### src/rtl/iu_pkg.sv
// Shared latency constants and types for the issue unit and its CDB booking table.
package iu_pkg;

    localparam int INT_LAT = 1;
    localparam int LS_LAT  = 1;
    localparam int MUL_LAT = 4;
    localparam int DIV_LAT = 7;

    function automatic int lat_max(input int a, input int b);
        return (a > b) ? a : b;
    endfunction

    localparam int MAX_LAT   = lat_max(lat_max(INT_LAT, LS_LAT), lat_max(MUL_LAT, DIV_LAT));
    localparam int DIV_CNT_W = $clog2(DIV_LAT);

    // Bit k refers to the CDB slot k cycles from now.
    typedef logic [MAX_LAT:1] slot_vec_t;

endpackage

### src/rtl/iu_cdb_booking.sv
// CDB booking table: a shift register of reserved future CDB slots.
module iu_cdb_booking
    import iu_pkg::*;
(
    input  logic      clk,
    input  logic      reset,
    input  slot_vec_t set,
    output slot_vec_t free
);

    slot_vec_t bk;

    // Every slot moves one cycle closer; new reservations land on top of the shifted view.
    always_ff @(posedge clk) begin
        if (reset) begin
            bk <= '0;
        end else begin
            bk <= {1'b0, bk[MAX_LAT:2]} | set;
        end
    end

    assign free = ~bk;

endmodule

### src/rtl/issue_unit.sv
// Issue arbiter for the int, load/store, mul and div queues; guarantees single-CDB writeback.
module issue_unit
    import iu_pkg::*;
(
    input  logic clk,
    input  logic reset,
    input  logic cdb_flush,
    input  logic iq_int_rdy,
    input  logic iq_ls_rdy,
    input  logic iq_mul_rdy,
    input  logic iq_div_rdy,
    output logic iu_int_en,
    output logic iu_ls_en,
    output logic iu_mul_en,
    output logic iu_div_en,
    output logic iu_div_busy
);

    slot_vec_t              free;
    slot_vec_t              set;
    logic                   lru;
    logic [DIV_CNT_W-1:0]   div_cnt;
    logic                   gate;
    logic                   tie;
    logic                   unused_free;

    iu_cdb_booking u_booking (
        .clk   (clk),
        .reset (reset),
        .set   (set),
        .free  (free)
    );

    assign unused_free = ^free;
    assign gate        = ~cdb_flush & ~reset;
    assign tie         = iq_int_rdy & iq_ls_rdy;

    assign iu_div_en = gate & iq_div_rdy & free[DIV_LAT] & (div_cnt == '0);
    assign iu_mul_en = gate & iq_mul_rdy & free[MUL_LAT];
    // A lone ready side wins outright; on a tie the lru side wins.
    assign iu_int_en = gate & free[INT_LAT] & iq_int_rdy & (~iq_ls_rdy | ~lru);
    assign iu_ls_en  = gate & free[LS_LAT]  & iq_ls_rdy  & (~iq_int_rdy | lru);

    // Latency-1 units write back next cycle and need no reservation.
    always_comb begin
        set = '0;
        for (int k = 1; k <= MAX_LAT; k++) begin
            if (INT_LAT - 1 == k) set[k] = set[k] | iu_int_en;
            if (LS_LAT  - 1 == k) set[k] = set[k] | iu_ls_en;
            if (MUL_LAT - 1 == k) set[k] = set[k] | iu_mul_en;
            if (DIV_LAT - 1 == k) set[k] = set[k] | iu_div_en;
        end
    end

    always_ff @(posedge clk) begin
        if (reset) begin
            lru     <= 1'b0;
            div_cnt <= '0;
        end else begin
            if (tie && (iu_int_en || iu_ls_en)) begin
                lru <= ~lru;
            end
            if (iu_div_en) begin
                div_cnt <= DIV_CNT_W'(DIV_LAT - 1);
            end else if (div_cnt != '0) begin
                div_cnt <= div_cnt - 1'b1;
            end
        end
    end

    assign iu_div_busy = (div_cnt != '0);

endmodule

### config.mk
export PLATFORM = sky130hd
export DESIGN_NAME = issue_unit
export DESIGN_NICKNAME = d
export VERILOG_FILES = /design/src/rtl/iu_pkg.sv /design/src/rtl/iu_cdb_booking.sv /design/src/rtl/issue_unit.sv
export SDC_FILE = /design/constraint.sdc
export NUM_CORES = 1
export LEC_CHECK = 0
export BUFFER_PORTS_ARGS = -buffer_cell sky130_fd_sc_hd__buf_2
export CORE_AREA = 2 2 39 41
export DETAILED_ROUTE_END_ITERATION = 8
export DIE_AREA = 0 0 41 43
export SLEW_MARGIN = 10
export SYNTH_ARGS = -nofsm -noshare
export SYNTH_HDL_FRONTEND = slang
export SYNTH_SLANG_ARGS = --single-unit
### constraint.sdc
create_clock -name clk -period 1.43 [get_ports clk]
set_input_delay 0.286 -clock clk [delete_from_list [all_inputs] [get_ports clk]]
set_output_delay 0.286 -clock clk [all_outputs]
set_load 0.1 [all_outputs]
Word level (Yosys, flattened, before mapping):

Index checks and enable logic that the tools add are counted.
Widths: inputs -> output; s select.

* multiplexer cells: 2
* add/subtract/negate cells: 1
* reduce and logical (&&, ||, !) cells: 6
* bitwise logic cells: 21

Operators by type and width (number)
* $and 1x1->1: 12
* $not 7->7: 1
* $mux 3: 2
* $or 6x6->6: 1
* $not 1->1: 5
* $logic_not 3->1: 1
* $reduce_bool 3->1: 1
* $sub 3x1->3 const B: 1
* $or 1x1->1: 2
* $reduce_bool 2->1: 1
* $reduce_or 2->1: 1
* $logic_and 1x1->1: 1
* $logic_or 1x1->1: 1

* flip-flop bits (word level): 11
* logic and storage cells: 34
* output and inout bits: 5

Logic depth before layout (Yosys ltp):

* depth after elaboration: 7
* mapped depth: 6
* depth with buffers taken out: 5

Modules after synthesis:

A second synthesis with hierarchy kept.

* cells, all modules: 52
* area total of the unflattened synthesis: 536.8 um^2

By module, submodules not included
* issue_unit: cells each 31, area an instance 304.0 um^2, instances 1
* iu_cdb_booking: cells each 21, area an instance 232.7 um^2, instances 1

Worst setup path before layout:

No wires, ideal clock.

* path kind: register to output
* from: reg div_cnt[0]
* to: out iu_div_en
* required time: 1144 ps
* slack: -2843 ps
* buffers on the path: 1
* arrival: 3987 ps
* stages on the path, launching flop included: 6
* cell sequence: dfxtp_1 inv_1 ha_1 nand2b_4 buf_6 nor4b_1

* word-level cells in the longest chain between the ends: 2

Ends and longest elaborated chain
* from (decl): RTL line issue_unit.sv:22 `logic [DIV_CNT_W-1:0] div_cnt;`
* from (signal assigned): RTL line issue_unit.sv:64 `div_cnt <= DIV_CNT_W'(DIV_LAT - 1);`
* from (signal assigned): RTL line issue_unit.sv:66 `div_cnt <= div_cnt - 1'b1;`
* $logic_not 3->1: RTL line issue_unit.sv:38 `assign iu_div_en = gate & iq_div_rdy & free[DIV_LAT] & (div_cnt == '0);`
* $and 1x1->1: RTL line issue_unit.sv:38
* to (decl): RTL line issue_unit.sv:15 `output logic iu_div_en,`

Every way passes these cells.

Worst setup path in the final report:

Ends and elaborated chain as after synthesis.

==> flow_metrics.tcl <==
set metrics [dict create \
    ctsLongestPathBuffers 2 \
    die_area_um2 1760 \
    synth_edf_count 0 \
    wl_per_cell_um 12.0 \
    rsz0062_at_grt "yes" \
    post-route-drc-count 0 \
    htree_levels 1 \
    worstMarginPinSlew_ps 382 \
    ys_ff_latch 10 \
    via_per_inst 4.65 \
    drtIter0Drc 1 \
    p_int_uw 839 \
    crit_arrival_ps 1340 \
    grt_pass1_vias 384 \
    cts_made_buffers 3 \
    synthMuxAreaShare 0 \
    peakVddDrop_uv 1260 \
    grt_max_degree 11 \
    drive_gt1_frac 0.554 \
    clkTransAtPathRegs_ps 60 \
    fmax_mhz 614 \
    die_x_um 41 \
    async_flop_share 0 \
    core_region_area_um2 1380 \
    hold_buffers 0 \
    synth-compound-area-share 0.0994 \
    rows 14 \
    grt_pass1_wl_um 1540 \
    fin_hold_ws_ps 291 \
    synth_xor_area_frac 0.0193 \
    synth_area_per_cell_um2 9.85 \
    final_nets 75 \
    start_kind "flip-flop" \
    gp_congestion 0.622 \
    synthSimpleGateAreaFrac 0.307 \
    hold_violations 0 \
    fin_ws_ps -200 \
    syn_area_um2 453 \
    synth.distinct_cells 21 \
    post-place-ws_ps 9.96 \
    cap_violations 0 \
    ios 12 \
    synth_top_area_share 0.442 \
    cts_tree "built" \
    p_leak_nw 0.315 \
    violations "setup timing" \
    yosys_warnings 0 \
    combPwrFrac 0.561 \
    initial_core_util 0.327 \
    synth_top_area_cell "dfxtp_1" \
    routed-via-count 377 \
    power_density_nw_per_um2 1830 \
    yosys-top-cells-area "dfxtp_1 (44%), nor4b_1 (5.8%), ha_1 (5.5%)" \
    grt_util_all_layers 0.136 \
    fin_crit_ps 1630 \
    firstDrtPassIters 2 \
    dpl.hpwl_um 687 \
    seqPwrFrac 0.259 \
    crit_type "flip-flop to output pin" \
    swShare 0.397 \
    die-height_um 43 \
    drv_slew 0 \
    fin_skew_ps 2.06 \
    overflow 0 \
    io_buffer_count 11 \
    holdCritPathClass "primary input to flip-flop" \
    ff2ff_setup_slack_ps 70 \
    worstSkewPairLatency_ps 260 \
    critical_path.max_fanout 2 \
    fin_crit_sh 1.14 \
    ys_seq_area_frac 0.442 \
    yosys_most_used_dff "dfxtp_1" \
    synth_top_family_by_area "simple AND/OR/NAND/NOR gates" \
    fill_cells 121 \
    cts.sinks 10 \
    ant_nets 0 \
    maxSlewHeadroom 0.742 \
    required_ps 1140 \
    switching_power_uw 552 \
    syn_to_final_growth_pct 67.4 \
    clkPwrFrac 0.179 \
    cts_root_buffer "clkbuf_4" \
    status "finished with violations" \
    antenna_found_initial 0 \
    cp-end-kind "output pin" \
    syn_nets 55 \
    synthCells 46 \
    synthAdderAreaFrac 0.0552 \
    routed_wl_um 976 \
    seqCellArea_um2 205 \
    num_antenna_cells 0 \
    finalSetupViolCount 4 \
    multi_input_area_um2 299 \
]
## state kept, by name, summed over array words and instances, names as in the netlist
signal        flops
lru               1
u_booking.bk      6
div_cnt           3
## critical path, cell delays in order (launching register included)
cell and delay, ps:
dfxtp_2 330, inv_2 70, ha_4 150, nand2b_4 60
nor4b_4 260, buf_12 210
## final timing paths
path                         from         endpoint  depth (start not counted)
setup reg to reg       div_cnt[0]  u_booking.bk[5]                          6
hold / removal         iq_mul_rdy  u_booking.bk[2]                          3
hold reg to reg   u_booking.bk[1]  u_booking.bk[0]                          1
setup / recovery       div_cnt[0]        iu_div_en                          5
## cell families after synthesis
logic type                 after synthesis
buffers and inverters                    7
and+or+nand+nor                         20
DFF                                     10
xor gates and xnor gates                 1
adders and majority gates                2
AOI/OAI and AO/OA                        6
## through the flow
| stage | area [um2] | utilization | instances | power [mW] | setup TNS (ps) |
|---|---|---|---|---|---|
| final | 758 | 0.548 | 81 | 1.39 | -272 |
| after detailed placement | 674 | 0.487 | 73 | 1.02 | 0 |
| after floorplan | 549 | - | 46 | 0.904 | -1640 |
| after global placement | 674 | 0.487 | 73 | 1.01 | 0 |
| after CTS | 749 | 0.542 | 81 | 1.38 | -396 |
| after global routing | 758 | 0.548 | 81 | 1.48 | -524 |
## Yosys cell counts, drive strengths merged (2+ instances only)
cell   instances
inv            5
buf            2
nor2b          5
ha             2
nor2           3
dfxtp         10
nand2          3
nor4b          3
nor4           3
a21oi          2
## cell usage in the layout (no fill, tap or decap), types with 2 or more instances in the layout
cell      instances
nor4_4            3
nor2b_1           4
nand2_1           3
buf_4             5
buf_2             6
inv_1             3
dfxtp_2           4
nor4b_4           2
inv_2             2
clkbuf_4          3
buf_12            5
nor2_1            3
a21oi_1           2
dfxtp_1           6
## final cells by class
cell class	count	area share
Clock buffer	4	0.0479
Inverter	5	0.0248
Tap cell	16	0.0264
Sequential cell	10	0.271
Timing Repair Buffer	17	0.236
Multi-Input combinational cell	29	0.394
## power groups by stage
stage / Sequential (mW) / Combinational [mW] / Clock, mW
3_5_place_dp: 0.361 / 0.658 / 0
3_3_place_gp: 0.358 / 0.650 / 0
5_1_grt: 0.366 / 0.834 / 0.279
4_1_cts: 0.360 / 0.763 / 0.259
2_1_floorplan: 0.355 / 0.549 / 0
6_report: 0.361 / 0.781 / 0.250
## layer usage
layer	up-vias	global-route usage	wire length [um]
li1	196	-	-
met1	169	0.155	408
met2	10	0.197	511
met3	2	0.0314	41
met4	0	0.120	15
met5	-	0	0
## what timing repair did
action / in CTS / in global routing
pin swaps: 3 / 1
buffers inserted: 4 / 1
gates resized for setup: 5 / 2
endpoints found under the setup margin: 5 / 6
Note: power is estimated with default switching activity, not from simulation.
